[config.mk]
export PLATFORM = sky130hd
export DESIGN_NAME = alu_sequencer_flat
export DESIGN_NICKNAME = d
export VERILOG_FILES = /design/src/rtl/alu_sequencer_if.sv /design/src/rtl/alu_sequencer.sv /design/src/flat_wrapper.sv
export SDC_FILE = /design/constraint.sdc
export NUM_CORES = 1
export LEC_CHECK = 0
export CAP_MARGIN = 20
export CORE_UTILIZATION = 40
export CTS_BUF_LIST = sky130_fd_sc_hd__clkbuf_16
export DETAILED_ROUTE_END_ITERATION = 10
export DONT_BUFFER_PORTS = 1
export PLACE_DENSITY_LB_ADDON = 0.2
export SLEW_MARGIN = 20
export SYNTH_ARGS = -nofsm -noshare
export SYNTH_HDL_FRONTEND = slang
export SYNTH_SLANG_ARGS = --single-unit
export TNS_END_PERCENT = 50
[constraint.sdc]
create_clock -name clk -period 4.7 [get_ports clk]
set_input_delay 0.705 -clock clk [delete_from_list [all_inputs] [get_ports clk]]
set_output_delay 0.705 -clock clk [all_outputs]
set_load 0.005 [all_outputs]
[src/rtl/alu_sequencer_if.sv]
// Instruction request handshake between an issuing agent and alu_sequencer.
interface alu_sequencer_if;
  logic        req_valid;
  logic        req_ready;
  logic [5:0]  req_instr;
  logic [2:0]  req_src;
  logic [2:0]  req_dst;
  logic [15:0] req_imm;
  logic        req_use_imm;
  logic        req_upd_psw;

  modport master (
    output req_valid, req_instr, req_src, req_dst, req_imm, req_use_imm, req_upd_psw,
    input  req_ready
  );

  modport slave (
    input  req_valid, req_instr, req_src, req_dst, req_imm, req_use_imm, req_upd_psw,
    output req_ready
  );
endinterface

[src/rtl/alu_sequencer.sv]
// Multi-cycle sequencer: reads two registers, strobes an external ALU once,
// captures its result/flags and writes back to the register file and PSW.
module alu_sequencer #(
  parameter logic [15:0] PSW_RST = 16'h0000
) (
  input  logic              clk,
  input  logic              rst_n,
  alu_sequencer_if.slave    req,
  output logic [2:0]        rf_raddr_a,
  output logic [2:0]        rf_raddr_b,
  input  logic [15:0]       rf_rdata_a,
  input  logic [15:0]       rf_rdata_b,
  output logic              rf_we,
  output logic [2:0]        rf_waddr,
  output logic [15:0]       rf_wdata,
  output logic [15:0]       alu_op1,
  output logic [15:0]       alu_op2,
  output logic [15:0]       alu_psw_i,
  output logic [5:0]        alu_instr,
  output logic              alu_instr_opt,
  output logic              alu_E,
  input  logic [15:0]       alu_result,
  input  logic [15:0]       alu_psw_o,
  output logic [15:0]       psw,
  input  logic              psw_ld,
  input  logic [15:0]       psw_ld_data,
  output logic              done,
  output logic              err,
  output logic              busy
);

  typedef enum logic [2:0] {IDLE, READ, EXEC, CAPT, WB} state_t;

  typedef struct packed {
    logic [5:0]  instr;
    logic [2:0]  src;
    logic [2:0]  dst;
    logic [15:0] imm;
    logic        use_imm;
    logic        upd_psw;
  } req_t;

  state_t      state, state_nxt;
  req_t        cur;
  logic [15:0] op1, op2, res_q, pswo_q;
  logic        alu_e_q;
  logic        accept, legal, no_wr;

  assign accept = req.req_valid && (state == IDLE);
  assign legal  = !cur.instr[5] && (cur.instr[4:0] <= 5'd27);
  // cmp and bit only produce flags
  assign no_wr  = (cur.instr[4:1] == 4'b0101) || (cur.instr[4:1] == 4'b1001);

  always_ff @(posedge clk or negedge rst_n) begin
    if (!rst_n) state <= IDLE;
    else        state <= state_nxt;
  end

  always_comb begin
    state_nxt     = state;
    req.req_ready = 1'b0;
    busy          = 1'b1;
    done          = 1'b0;
    err           = 1'b0;
    rf_we         = 1'b0;
    case (state)
      IDLE: begin
        req.req_ready = 1'b1;
        busy          = 1'b0;
        if (req.req_valid) state_nxt = READ;
      end
      READ: state_nxt = legal ? EXEC : WB;
      EXEC: state_nxt = CAPT;
      CAPT: state_nxt = WB;
      WB: begin
        done      = 1'b1;
        err       = !legal;
        rf_we     = legal && !no_wr;
        state_nxt = IDLE;
      end
      default: state_nxt = IDLE;
    endcase
  end

  always_ff @(posedge clk or negedge rst_n) begin
    if (!rst_n) begin
      cur     <= '0;
      op1     <= '0;
      op2     <= '0;
      res_q   <= '0;
      pswo_q  <= '0;
      alu_e_q <= 1'b0;
      psw     <= PSW_RST;
    end else begin
      // strobe comes straight from a flop so the ALU never sees a glitch
      alu_e_q <= (state == READ) && legal;
      if (accept)
        cur <= '{instr: req.req_instr, src: req.req_src, dst: req.req_dst,
                 imm: req.req_imm, use_imm: req.req_use_imm, upd_psw: req.req_upd_psw};
      if (state == READ) begin
        op1 <= rf_rdata_b;
        op2 <= cur.use_imm ? cur.imm : rf_rdata_a;
      end
      if (state == CAPT) begin
        res_q  <= alu_result;
        pswo_q <= alu_psw_o;
      end
      if (state == IDLE && psw_ld)  psw <= psw_ld_data;
      else if (state == WB && legal) psw <= pswo_q;
    end
  end

  assign rf_raddr_a    = cur.src;
  assign rf_raddr_b    = cur.dst;
  assign rf_waddr      = cur.dst;
  assign rf_wdata      = res_q;
  assign alu_op1       = op1;
  assign alu_op2       = op2;
  assign alu_psw_i     = psw;
  assign alu_instr     = cur.instr;
  assign alu_instr_opt = cur.upd_psw;
  assign alu_E         = alu_e_q;

endmodule
[src/flat_wrapper.sv]
// flat-port wrapper written by rule: the top's interface ports become plain ports
module alu_sequencer_flat 
#(
  parameter logic [15:0] PSW_RST = 16'h0000
)
  (clk, rst_n, rf_raddr_a, rf_raddr_b, rf_rdata_a, rf_rdata_b, rf_we, rf_waddr, rf_wdata, alu_op1, alu_op2, alu_psw_i, alu_instr, alu_instr_opt, alu_E, alu_result, alu_psw_o, psw, psw_ld, psw_ld_data, done, err, busy, req_req_valid, req_req_instr, req_req_src, req_req_dst, req_req_imm, req_req_use_imm, req_req_upd_psw, req_req_ready);
  alu_sequencer_if req_i ();
  input  logic clk;
  input  logic rst_n;
  output logic [2:0] rf_raddr_a;
  output logic [2:0] rf_raddr_b;
  input  logic [15:0] rf_rdata_a;
  input  logic [15:0] rf_rdata_b;
  output logic rf_we;
  output logic [2:0] rf_waddr;
  output logic [15:0] rf_wdata;
  output logic [15:0] alu_op1;
  output logic [15:0] alu_op2;
  output logic [15:0] alu_psw_i;
  output logic [5:0] alu_instr;
  output logic alu_instr_opt;
  output logic alu_E;
  input  logic [15:0] alu_result;
  input  logic [15:0] alu_psw_o;
  output logic [15:0] psw;
  input  logic psw_ld;
  input  logic [15:0] psw_ld_data;
  output logic done;
  output logic err;
  output logic busy;
  input wire logic [$bits(req_i.req_valid)-1:0] req_req_valid;
  input wire logic [$bits(req_i.req_instr)-1:0] req_req_instr;
  input wire logic [$bits(req_i.req_src)-1:0] req_req_src;
  input wire logic [$bits(req_i.req_dst)-1:0] req_req_dst;
  input wire logic [$bits(req_i.req_imm)-1:0] req_req_imm;
  input wire logic [$bits(req_i.req_use_imm)-1:0] req_req_use_imm;
  input wire logic [$bits(req_i.req_upd_psw)-1:0] req_req_upd_psw;
  output wire logic [$bits(req_i.req_ready)-1:0] req_req_ready;
  assign req_i.req_valid = req_req_valid;
  assign req_i.req_instr = req_req_instr;
  assign req_i.req_src = req_req_src;
  assign req_i.req_dst = req_req_dst;
  assign req_i.req_imm = req_req_imm;
  assign req_i.req_use_imm = req_req_use_imm;
  assign req_i.req_upd_psw = req_req_upd_psw;
  assign req_req_ready = req_i.req_ready;
  alu_sequencer #(.PSW_RST(PSW_RST)) u_core (.clk(clk), .rst_n(rst_n), .req(req_i), .rf_raddr_a(rf_raddr_a), .rf_raddr_b(rf_raddr_b), .rf_rdata_a(rf_rdata_a), .rf_rdata_b(rf_rdata_b), .rf_we(rf_we), .rf_waddr(rf_waddr), .rf_wdata(rf_wdata), .alu_op1(alu_op1), .alu_op2(alu_op2), .alu_psw_i(alu_psw_i), .alu_instr(alu_instr), .alu_instr_opt(alu_instr_opt), .alu_E(alu_E), .alu_result(alu_result), .alu_psw_o(alu_psw_o), .psw(psw), .psw_ld(psw_ld), .psw_ld_data(psw_ld_data), .done(done), .err(err), .busy(busy));
endmodule
==> qor.yml <==
status: "completed"
share_of_cells_above_drive_strength_1_pct: 30.3
cts_sinks: 114
synth_top_area_cell: "dfrtp_1"
final.period_utilization_pct: 63.2
synth_sequential_area_ratio_pct: 58.3
dieArea_um2: 12700
congestion_overflow_gr: 0
boundaryPins: 216
post-route-min-period_ns: 2.97
setup.worst_path.end_class: "output port"
cts_root_buf: "clkbuf_16"
detailedPlacementHpwl_mm: 6.43
area_delta_synth_final_pct: 7.36
ir_drop_worst_case_vdd_mv: 0.315
post-route-drc-count: 0
synth_area_um2: 4890
power_leakage_nw: 2.23
ys_ff_latch: 114
routed_via_density: 5.41
cp.arrival_ns: 2.27
totalWireLength_mm: 9.68
power_density_nw_per_um2: 776
power_w: 0.00408
worst-r2r-cell-count: 4
initial_core_util_pct: 40.9
post_dp_cell_area_um2: 4750
insertion_delay_ns: 0.41
num-nets-final: 463
synth_area_leaders: "dfrtp_1, mux2_2, buf_4, mux2i_1, nand2_1"
core_area_um2: 12000
start_kind: "register"
grtUsageTotal_pct: 16.5
post-cts-setup-buffers: 0
first_global_vias: 2944
post_cts.resized_instances: 0
grt_setup_unrepaired: "false"
yosys.cell_types.count: 30
cts.reportedPaths.clkPinSlew_ns: 0.05
detailedRoute.firstPassIterationCount: 4
worst_path_required_time_ns: 3.99
path_max_fanout: 19
die_x_um: 113
gp_congestion: 0.713
clock_tree.buffer_depth: 2
final-hold-violation-count: 0
cts_made_buffers: 17
cts-hold-fix-buffers: 1
clock_tree_from_tritoncts: "done"
syn_avg_cell_area_um2: 12.9
htree_num_levels: 4
detail_route.wl_per_cell_um: 19.1
cap_viol_max_count: 0
postLayoutCellArea_um2: 5260
worst_hold_path_type: "in2async"
max_freq_mhz: 337
core.rowCount: 40
syn-num-nets: 493
setup_viol: 0
tightest_slew_margin_relative_to_the_limit_pct: 37.7
number_of_drc_markers_after_the_initial_detailed_route_iteration: 144
synth_warnings: 0
grt_pass1_wl_mm: 15.5
synthDominantCellAreaShare_pct: 58.3
syn_inst: 379
port-buffer-count: 0
grt_antenna_before_repair: 0
worst_setup_path_class: "reg2out"
final.setup.tns_ns: 0
pin_count_of_the_biggest_net_entering_global_routing: 115
finalMaxSlewViolations: 0
die_h_um: 113
ant_nets: 0
dr_total_vias: 2745
transition_at_the_pin_with_the_smallest_max_transition_slack_ns: 0.934
antenna_cells_inserted: 0
skew_ns: 0.00776
-- final cells by class --
class / instances / area, um^2
fillers: 1120 / 6710
flip-flops and latches: 114 / 2850
multi-input cells: 209 / 1670
clock buffers: 17 / 425
well taps: 147 / 184
repair buffers: 5 / 57.6
clock inverters: 13 / 56.3
inverters: 2 / 7.51
-- kinds of logic (layout without fill, tap and decap cells) --
logic type	Yosys count	in the layout	synth area share, %
and+or+nand+nor	78	78	7.95
muxes	93	93	21.0
xor gates and xnor gates	1	1	0.179
buffers and inverters	56	37	7.80
AOI/OAI and AO/OA	37	37	4.81
DFF	114	114	58.3
-- per-stage QoR --
step | std cells | utilization (%) | hold WS [ns] | worst slack, ns
floorplan | 379 | - | 0.409 | 2.62
global placement | 476 | 39.7 | 0.412 | 2.18
detailed placement | 476 | 39.7 | 0.412 | 2.16
CTS | 507 | 43.9 | 0.261 | 1.71
global route | 507 | 43.9 | 0.249 | 1.59
finish | 507 | 43.9 | 0.226 | 1.73
-- cells in the final DEF (no fill, tap or decap), types with 2 or more instances in the layout --
cell,Yosys,routed
dfrtp_1,114,114
mux2_2,74,74
nand2_1,32,32
nor2_1,17,17
nand3_1,17,17
clkbuf_16,0,17
mux2i_1,16,16
a21oi_1,16,16
o211ai_1,16,16
clkinv_2,0,6
clkinv_1,0,5
buf_4,34,4
inv_1,1,3
mux2_1,3,3
and2_1,2,2
nor2b_1,2,2
-- flip-flops by register name, indices dropped and copies added (netlist names) --
register	flops
u_core.alu_psw_i	16
u_core.rf_raddr_a	3
u_core.alu_op1	16
u_core.alu_instr	6
u_core.rf_raddr_b	3
u_core.rf_wdata	16
u_core.alu_E	1
u_core.alu_instr_opt	1
u_core.state	3
u_core.alu_op2	16
u_core.pswo_q	16
u_core.cur	17
-- layer usage --
layer / track usage, % / up-vias / wire [um]
li1: - / 1220 / -
met4: 8.09 / 0 / 161
met1: 18.0 / 1374 / 3770
met2: 26.0 / 135 / 4740
met5: 0 / - / 0
met3: 8.86 / 16 / 1000
-- critical path: stages, from the launching register on --
cell and delay, ns:
dfrtp_1 0.49, nor3b_4 0.22, buf_4 0.27, and2_1 0.61
o31a_1 0.27
-- path summary, 6_finish.rpt --
kind                            startpoint                    to  slack, ns
min in group clk             req_req_valid       u_core.state[0]       0.42
hold / removal                       rst_n   u_core.alu_psw_i[1]       0.23
hold reg to reg             u_core.cur[11]        u_core.cur[11]       0.48
setup reg to reg           u_core.state[0]  u_core.rf_raddr_b[1]       2.72
setup / recovery           u_core.state[2]                 rf_we       1.73
max in group asynchronous            rst_n        u_core.cur[15]       4.04
-- cells in the mapped netlist, drive strengths merged --
cell,count
nand3b,1
or3,1
dfrtp,114
o21ai,1
nor3b,3
a21oi,16
a31oi,1
mux2i,16
nor4b,1
a21o,1
nor2b,2
o31a,1
or4b,1
mux2,77
nand2,32
inv,2
nor2,17
buf,49
and2,3
xnor2,1
clkbuf,5
o211ai,16
o21a,1
nand3,17
-- power by group --
part	internal, W	switching, W	leakage (nW)
registers	0.00149	0.000443	1.34
clock network	0.000643	0.000414	0.251
logic	0.000597	0.000492	0.644
total	0.00273	0.00135	2.23
(Power assumes the default switching activity.)
